**config.mk**
```make
export PLATFORM = sky130hd
export DESIGN_NAME = crc_chan_scheduler
export DESIGN_NICKNAME = d
export VERILOG_FILES = /design/src/rtl/crc_sched_pkg.sv /design/src/rtl/crc32_byte_step.sv /design/src/rtl/crc_chan_scheduler.sv
export SDC_FILE = /design/constraint.sdc
export NUM_CORES = 1
export LEC_CHECK = 0
export ABC_AREA = 1
export CORE_AREA = 10 10 150 152
export CTS_CLUSTER_DIAMETER = 200
export DETAILED_ROUTE_END_ITERATION = 10
export DIE_AREA = 0 0 160 162
export PLACE_DENSITY = 0.8
export SYNTH_ARGS = -nofsm -noshare
export SYNTH_HDL_FRONTEND = slang
export SYNTH_SLANG_ARGS = --single-unit
```
**constraint.sdc**
```tcl
create_clock -name clk -period 6.6 [get_ports clk]
set_input_delay 0.66 -clock clk [delete_from_list [all_inputs] [get_ports clk]]
set_output_delay 0.66 -clock clk [all_outputs]
set_load 0.03 [all_outputs]
```
**src/rtl/crc_sched_pkg.sv**
```systemverilog
// Shared types and constants for the two-channel CRC-32 scheduler.
// Optional feature macro: CRC_REFLECT_EN (enables bit reflection helpers' use).
package crc_sched_pkg;

   localparam int          NUM_CH             = 2;
   localparam logic [31:0] CRC32_POLY_DEFAULT = 32'h04C11DB7;
   localparam logic [31:0] CRC32_INIT_ONES    = 32'hFFFFFFFF;

   typedef enum logic [1:0] {
      IDLE   = 2'd0,
      ACTIVE = 2'd1,
      FINISH = 2'd2
   } ch_state_e;

   // Bit-reverse a byte (used for reflected-input CRC variants).
   function automatic logic [7:0] reflect8(input logic [7:0] v);
      logic [7:0] r;
      for (int i = 0; i < 8; i++) begin
         r[i] = v[7-i];
      end
      return r;
   endfunction

   // Bit-reverse a 32-bit word (used for reflected-output CRC variants).
   function automatic logic [31:0] reflect32(input logic [31:0] v);
      logic [31:0] r;
      for (int i = 0; i < 32; i++) begin
         r[i] = v[31-i];
      end
      return r;
   endfunction

endpackage

```
**src/rtl/crc32_byte_step.sv**
```systemverilog
// Combinational bytewise CRC-32 update, MSB-first, arbitrary polynomial.
module crc32_byte_step (
   input  logic [31:0] crc,
   input  logic [7:0]  data,
   input  logic [31:0] poly,
   output logic [31:0] crc_next
);

   // Eight serial shift/feedback iterations unrolled into one cycle.
   always_comb begin
      logic [31:0] c;
      logic        fb;
      c  = crc;
      fb = 1'b0;
      for (int i = 0; i < 8; i++) begin
         fb = c[31] ^ data[7-i];
         c  = {c[30:0], 1'b0} ^ (fb ? poly : 32'h0);
      end
      crc_next = c;
   end

endmodule

```
**src/rtl/crc_chan_scheduler.sv**
```systemverilog
// Two-channel scheduler sharing one CRC-32 byte-step datapath.
// Each channel keeps its own running context; a round-robin arbiter grants
// at most one byte per cycle. Optional macro CRC_REFLECT_EN adds the refin
// port and input/output bit reflection.
module crc_chan_scheduler
   import crc_sched_pkg::*;
#(
   parameter logic [31:0] XOR_VALUE = 32'hFFFFFFFF
) (
   input  logic        clk,
   input  logic        rst_n,
   input  logic [1:0]  ch_start,
   input  logic [1:0]  ch_valid,
   input  logic [1:0]  ch_last,
   input  logic [7:0]  ch_data0,
   input  logic [7:0]  ch_data1,
   output logic [1:0]  ch_ready,
   input  logic [31:0] poly,
   input  logic        init_ones,
   input  logic        xor_out,
`ifdef CRC_REFLECT_EN
   input  logic        refin,
`endif
   output logic [1:0]  ch_busy,
   output logic        res_valid,
   output logic        res_chan,
   output logic [31:0] res_data
);

   ch_state_e   state_q [NUM_CH];
   ch_state_e   state_d [NUM_CH];
   logic [31:0] ctx_q   [NUM_CH];
   logic [31:0] ctx_d   [NUM_CH];
   logic        ptr_q, ptr_d;
   logic        res_valid_q, res_valid_d;
   logic        res_chan_q, res_chan_d;
   logic [31:0] res_data_q, res_data_d;

   logic [1:0]  req;
   logic [1:0]  grant;
   logic        sel;
   logic [7:0]  step_data;
   logic [31:0] step_crc;
   logic [31:0] step_next;
   logic [31:0] init_val;
   logic        fin_sel;
   logic [31:0] fin_crc;

   // Requests: an active channel offering a byte and not restarting this cycle.
   always_comb begin
      req = 2'b00;
      for (int c = 0; c < NUM_CH; c++) begin
         req[c] = (state_q[c] == ACTIVE) && ch_valid[c] && !ch_start[c];
      end
   end

   // Round-robin grant; the pointer only breaks ties between two requesters.
   always_comb begin
      case (req)
         2'b01:   grant = 2'b01;
         2'b10:   grant = 2'b10;
         2'b11:   grant = ptr_q ? 2'b10 : 2'b01;
         default: grant = 2'b00;
      endcase
   end

   // Shared datapath input mux driven by the grant.
   always_comb begin
      logic [7:0] raw;
      sel      = grant[1];
      raw      = sel ? ch_data1 : ch_data0;
`ifdef CRC_REFLECT_EN
      step_data = refin ? reflect8(raw) : raw;
`else
      step_data = raw;
`endif
      step_crc = ctx_q[sel];
      init_val = init_ones ? CRC32_INIT_ONES : 32'h0;
   end

   crc32_byte_step u_step (
      .crc      (step_crc),
      .data     (step_data),
      .poly     (poly),
      .crc_next (step_next)
   );

   // Per-channel FSM and context update.
   always_comb begin
      for (int c = 0; c < NUM_CH; c++) begin
         state_d[c] = state_q[c];
         ctx_d[c]   = ctx_q[c];
         case (state_q[c])
            IDLE: begin
               if (ch_start[c]) begin
                  state_d[c] = ACTIVE;
                  ctx_d[c]   = init_val;
               end
            end
            ACTIVE: begin
               if (ch_start[c]) begin
                  ctx_d[c] = init_val;
               end else if (grant[c]) begin
                  ctx_d[c] = step_next;
                  if (ch_last[c]) begin
                     state_d[c] = FINISH;
                  end
               end
            end
            FINISH: begin
               if (ch_start[c]) begin
                  state_d[c] = ACTIVE;
                  ctx_d[c]   = init_val;
               end else begin
                  state_d[c] = IDLE;
               end
            end
            default: state_d[c] = IDLE;
         endcase
      end
   end

   // Result formatting; at most one channel can be in FINISH at a time.
   always_comb begin
      logic [31:0] raw_fin;
      fin_sel = (state_q[1] == FINISH);
      raw_fin = ctx_q[fin_sel];
`ifdef CRC_REFLECT_EN
      fin_crc = refin ? reflect32(raw_fin) : raw_fin;
`else
      fin_crc = raw_fin;
`endif
      if (xor_out) begin
         fin_crc = fin_crc ^ XOR_VALUE;
      end
      res_valid_d = (state_q[0] == FINISH) || (state_q[1] == FINISH);
      res_chan_d  = res_valid_d ? fin_sel : res_chan_q;
      res_data_d  = res_valid_d ? fin_crc : res_data_q;
      ptr_d       = (grant != 2'b00) ? grant[0] : ptr_q;
   end

   // State and result registers with synchronous active-low reset.
   always_ff @(posedge clk) begin
      if (!rst_n) begin
         for (int c = 0; c < NUM_CH; c++) begin
            state_q[c] <= IDLE;
            ctx_q[c]   <= 32'h0;
         end
         ptr_q       <= 1'b0;
         res_valid_q <= 1'b0;
         res_chan_q  <= 1'b0;
         res_data_q  <= 32'h0;
      end else begin
         for (int c = 0; c < NUM_CH; c++) begin
            state_q[c] <= state_d[c];
            ctx_q[c]   <= ctx_d[c];
         end
         ptr_q       <= ptr_d;
         res_valid_q <= res_valid_d;
         res_chan_q  <= res_chan_d;
         res_data_q  <= res_data_d;
      end
   end

   // Busy flags follow the registered channel states.
   always_comb begin
      ch_busy = 2'b00;
      for (int c = 0; c < NUM_CH; c++) begin
         ch_busy[c] = (state_q[c] != IDLE);
      end
   end

   assign ch_ready  = grant;
   assign res_valid = res_valid_q;
   assign res_chan  = res_chan_q;
   assign res_data  = res_data_q;

endmodule
```
Word-level counts from Yosys, hierarchy flattened
Memory sizes are Yosys's and may differ from the RTL's.
Cells that the tools add are included.
{"block": "op_classes", "n_addsub": 0, "mul": 0, "div": 0, "order_cmp": 0, "n_eq_ne": 13, "shifts": 0, "muxes": 39, "n_bitwise": 21, "n_reduce_logical": 16}
{"op": "$mux 32", "n": 18}
{"op": "$xor 32x32->32", "n": 8}
{"op": "$pmux 32 s2", "n": 2}
{"op": "$not 32->32", "n": 1}
{"op": "$mux 2", "n": 11}
{"op": "$pmux 2 s3", "n": 3}
{"op": "$eq 2x2->1 const B", "n": 4}
{"op": "$mux 8", "n": 1}
{"op": "$ne 2x2->1 const B", "n": 4}
{"op": "$reduce_and 4->1", "n": 2}
{"op": "$xor 1x1->1", "n": 8}
{"op": "$eq 2x1->1 const B", "n": 3}
{"op": "$ne 3x3->1 const B", "n": 2}
{"op": "$reduce_bool 2->1", "n": 3}
{"op": "$logic_and 1x1->1", "n": 4}
{"op": "$logic_not 2->1", "n": 2}
{"op": "$mux 1", "n": 4}
{"op": "$or 1x1->1", "n": 4}
{"op": "$reduce_or 2->1", "n": 2}
{"op": "$logic_not 1->1", "n": 2}
{"op": "$logic_or 1x1->1", "n": 1}
{"block": "totals", "ff_bits": 35, "latch_bits": 0, "mem_bits_rw": 68, "mem_bits_ro": 0, "input_bits": 58, "elab_cells": 95, "mem_count": 2}
{"name": "ctx_q", "depth": 2, "width": 32, "rd": 2, "rd_ports_with_merged_regs": 0, "write_ports": 2, "line_no": "crc_chan_scheduler.sv:32", "text": "logic [31:0] ctx_q [NUM_CH];"}
{"name": "state_q", "depth": 2, "width": 2, "rd": 2, "rd_ports_with_merged_regs": 0, "write_ports": 2, "line_no": "crc_chan_scheduler.sv:30", "text": "ch_state_e state_q [NUM_CH];"}

Logic depth before layout (Yosys ltp)
An unclocked memory read counts as a cell.
{"block": "depth", "word_depth": 35, "ltp_mapped": 35}

Hierarchy
Synthesis repeated with hierarchy kept, for this count alone.
{"block": "unflattened", "cells_unflattened": 1836, "hier_area_um2": 11466.0}
{"module": "crc_chan_scheduler", "n_inst": 1, "cells_each": 840, "area_each_um2": 6598.8, "seq_area_each_um2": 2702.6}
{"module": "crc32_byte_step", "n_inst": 1, "cells_each": 996, "area_each_um2": 4867.2, "seq_area_each_um2": 0.0}

Worst setup path after synthesis
No wires, ideal clock.
{"block": "synth_path", "path_type": "input-to-reg", "start": "in ch_valid[1]", "end": "mem ctx_q[0][10], data pin", "setup_ps": 250, "arrival_time_ps": 3307, "setup_slack_ps": 3043, "stages": 30, "n_path_buf": 3, "cell_sequence": "inv_1 nor2_1 nand3_4 nand2_4 buf_2 buf_2 nand2_1 o21ai_1 nand2_1 nand2_1 nand3_1 nand2_1 nand3_1 nand3_1 nand2_1 nand2_1 nand2_1 nand2_1 inv_2 nor2_1 nand2_1 nand2_2 nand3_1 nand2_2 buf_4 nand2_1 nand2_1 nand3_1 nand2_1 inv_1"}
{"item": "start, declared", "line_no": "crc_chan_scheduler.sv:13", "text": "input logic [1:0] ch_valid,"}
{"item": "end, declared", "line_no": "crc_chan_scheduler.sv:32"}

==> results_tabular.tex <==
\begin{tabular}{lr}
\hline
Metric & Value \\
\hline
\multicolumn{2}{l}{\textbf{STA}} \\
Min Tclk post-route & 5.54 ns \\
Setup-violating endpoint count in the final report & 0 \\
Unrepaired setup endpoints after global routing & false \\
Final number of max-transition violations & 0 \\
Post-route clock period utilization & 84.0\% \\
Worst clock skew & 0.00638 ns \\
Fmax & 180 MHz \\
Number of hold violations in the final report & 0 \\
Slew at the pin closest to its max-slew limit & 1.13 ns \\
Worst relative slew slack & 24.6\% \\
Fin Setup TNS & 0 ns \\
\multicolumn{2}{l}{\textbf{Clocking}} \\
Count of cells resized by post-cts repair & 0 \\
Number of hold-repair buffers added at the cts stage & 0 \\
Master cell of the clock root buffer & clkbuf\_16 \\
TritonCTS clock tree & yes \\
Total clock buffers created by CTS & 9 \\
Clock input transition at the sequential cells of the worst setup and hold paths & 0.07 ns \\
Clock tree buffer depth & 2 \\
Count of H-tree levels built during CTS & 3 \\
Setup repair bufs after CTS & 0 \\
Clock Sink Count & 103 \\
Insertion delay to the later sink of the worst-skew pair & 0.35 ns \\
\multicolumn{2}{l}{\textbf{Setup path}} \\
Critical path startpoint category & input pin \\
Worst Reg-to-Reg Cells & 29 \\
CP required & 6.70 ns \\
Slowest stage delay, CP & 0.61 ns \\
Crit path DAT & 5.65 ns \\
CP most frequent cell & nand2\_1 \\
Buf+Inv Stages, Crit Path & 7 \\
Reg-to-reg startpoint & state\_q[0][3]\$\_SDFFE\_PN0P\_ \\
Critical path class & in2reg \\
End of the worst register-to-register path & ctx\_q[1][10]\$\_SDFFCE\_PP0P\_ \\
Worst setup slack for register-to-register paths & 1.52 ns \\
Launch point of the critical path & ch\_valid[1] \\
Kind of end point of the critical path & flop \\
CP max-delay cell & buf\_4 \\
Critical path peak fanout & 80 \\
Capturing element of the worst setup path & ctx\_q[1][10]\$\_SDFFCE\_PP0P\_ \\
Instance count on the critical path & 31 \\
Cell type group with the largest total delay on the critical path & simple AND/OR/NAND/NOR gates \\
\multicolumn{2}{l}{\textbf{Route}} \\
Iteration-0 DRC Markers & 791 \\
Routed length per instance & 13.8 µm \\
Highest routing layer actually used & met4 \\
Overall via count from detail\_route & 11200 \\
Detail Route Antenna Nets & 0 \\
Detailed-routing wirelength on met1 & 12.4 mm \\
Number of remaining DRC errors & 0 \\
Via density & 5.26 \\
Length of the first detailed-routing pass in iterations & 5 \\
Met3 WL post-DR & 1.75 mm \\
Final routed wirelength across all metal layers & 29.3 mm \\
DR WL met2 & 14.5 mm \\
\multicolumn{2}{l}{\textbf{Global routing}} \\
Via count of the first global-routing pass & 9941 \\
Gr ovfl total & 0 \\
Initial antenna violation count & 0 \\
Global-route wire length before repair & 47.7 mm \\
Maximum number of pins on one net before global-route repair & 81 \\
Global routing usage summed across all routing layers & 21.7\% \\
\multicolumn{2}{l}{\textbf{Power}} \\
Worst supply voltage drop on vdd & 0.000184 V \\
Clock network power share & 14.6\% \\
Combinational share of power & 64.0\% \\
Leak Pwr & 0.00632 µW \\
Total internal power & 1780 µW \\
Switch Pwr & 1840 µW \\
Pwr/cell area & 309 mW/mm² \\
Post-layout total power & 3620 µW \\
Switching power share of the total & 50.9\% \\
Flop pwr share & 21.4\% \\
\multicolumn{2}{l}{\textbf{Synthesis}} \\
Count of flip-flops with a built-in enable after synthesis & 64 \\
Flip-flop and latch count after synthesis & 103 \\
Post-synth ARST share & 0\% \\
Dominant cell by count in the synthesized netlist & nand2\_1 \\
Top cell types by occurrence after synthesis & nand2\_1 (750), nand3\_1 (315), inv\_1 (275) \\
Fraction of synthesized cell area taken by the top area cell type & 26.7\% \\
Area leader, netlist & nand2\_1 \\
Post-synthesis cell area & 0.0106 mm² \\
Area contributors post-synth & nand2\_1 (27\%), edfxtp\_1 (18\%), nand3\_1 (15\%) \\
Sequential-to-total area share from yosys stat & 25.6\% \\
Syn Area/Cell & 5.69 µm² \\
Ys Warns & 0 \\
Synth Flop Type & edfxtp\_1 \\
Nets in the synthesized netlist & 1913 \\
Number of distinct standard cells referenced by the synthesized netlist & 31 \\
Synthesized instance count & 1855 \\
\multicolumn{2}{l}{\textbf{Place}} \\
Post-detailed-placement half-perimeter wirelength & 20.0 mm \\
GP Congestion & 0.872 \\
Count of buffers inserted at the top-level ports & 95 \\
\multicolumn{2}{l}{\textbf{Die}} \\
Die X-Extent & 160 µm \\
Die boundary height & 162 µm \\
Die Footprint & 0.0259 mm² \\
Core region area & 0.0194 mm² \\
Initial Util & 54.4\% \\
Num ports & 96 \\
Count of standard-cell rows & 51 \\
\multicolumn{2}{l}{\textbf{Final layout}} \\
NumNets Final & 1915 \\
N\_diodes & 0 \\
Share of post-route cells with drive strength above 1 & 3.28\% \\
Area growth, synth to finish & 11.0\% \\
Layout fillers & 1905 \\
\multicolumn{2}{l}{\textbf{Flow run}} \\
Max-cap violations & 0 \\
\multicolumn{2}{l}{\textbf{Worst hold path}} \\
Hold/Removal Path Class & reg2reg \\
\multicolumn{2}{l}{\textbf{Outcome}} \\
Run status & complete, no violations \\
\hline
\end{tabular}
==> worst min-delay path by stage <==
stage / from / to / slack (ns) / depth (start not counted)
final: res_chan$_SDFFE_PN0P_ / res_chan$_SDFFE_PN0P_ / 0.48 / 2
after global placement: res_chan$_SDFFE_PN0P_ / res_chan$_SDFFE_PN0P_ / 0.45 / 2
after floorplan: state_q[0][2]$_SDFFE_PN0P_ / state_q[0][2]$_SDFFE_PN0P_ / 0.48 / 2
after global routing: res_chan$_SDFFE_PN0P_ / res_chan$_SDFFE_PN0P_ / 0.50 / 2
after CTS: res_chan$_SDFFE_PN0P_ / res_chan$_SDFFE_PN0P_ / 0.48 / 2
after detailed placement: res_chan$_SDFFE_PN0P_ / res_chan$_SDFFE_PN0P_ / 0.46 / 2
==> final cells by class <==
cell class / count / area [µm²] / share of cell area (%)
timing repair buffer: 109 / 1060 / 9.07
clock buffer: 11 / 254 / 2.17
sequential: 103 / 2700 / 23.1
multi-input combinational: 1353 / 6270 / 53.5
tap: 265 / 332 / 2.83
inverter: 281 / 1060 / 9.04
clock inverter: 5 / 36.3 / 0.310
==> worst register-to-register path: cells and delay by family, from the launching register on <==
| kind | cells | cell delay (ns) |
|---|---|---|
| and+or+nand+nor | 24 | 2.71 |
| buffers and inverters | 5 | 1.74 |
| DFF | 1 | 0.35 |
==> cell usage in the layout, fill, tap and decap left out, drive strengths merged <==
cell and n:
a21oi 42, buf 15, clkbuf 11, clkdlybuf4s50 94
clkinv 1, dfxtp 39, edfxtp 64, inv 285
mux2i 3, nand2 766, nand3 320, nand3b 1
nand4 7, nor2 43, o211a 1, o21ai 82
o221ai 1, or2 1, xnor2 34, xor2 52
==> metal layers <==
metal	global-route usage [%]	vias up
li1	-	5732
met1	26.5	5036
met2	39.3	374
met3	2.40	45
met4	6.51	0
met5	0	-
==> registers in the layout (all words and copies together) (netlist names) <==
name,cells
ctx_q,64
res_data,32
state_q,4
ptr_q,1
res_chan,1
res_valid,1
==> cells by family after synthesis <==
logic type / Yosys count / share of synthesized area (%)
and+or+nand+nor: 1138 / 45.9
DFF: 103 / 25.6
AOI/OAI and AO/OA: 126 / 6.05
muxes: 3 / 0.284
buffers and inverters: 399 / 15.0
xor gates and xnor gates: 86 / 7.13
==> power groups by stage <==
stage	clock, µW	sequential, µW	combinational (µW)
3_5_place_dp	0	789	2280
2_1_floorplan	0	791	1890
6_report	527	776	2320
4_1_cts	529	775	2300
5_1_grt	556	781	2670
3_3_place_gp	0	787	2210
==> per-stage QoR <==
stage	util, %	std cells	instance area [µm²]	setup WS, ns	hold WS, ns
2_1_floorplan	-	1855	10600	3.04	0.481
3_3_place_gp	58.9	2111	11400	0.860	0.455
3_5_place_dp	58.9	2111	11400	0.735	0.462
4_1_cts	60.4	2127	11700	1.06	0.480
5_1_grt	60.4	2127	11700	0.478	0.503
6_report	60.4	2127	11700	1.06	0.480
Power figures use the tool's default switching activity.
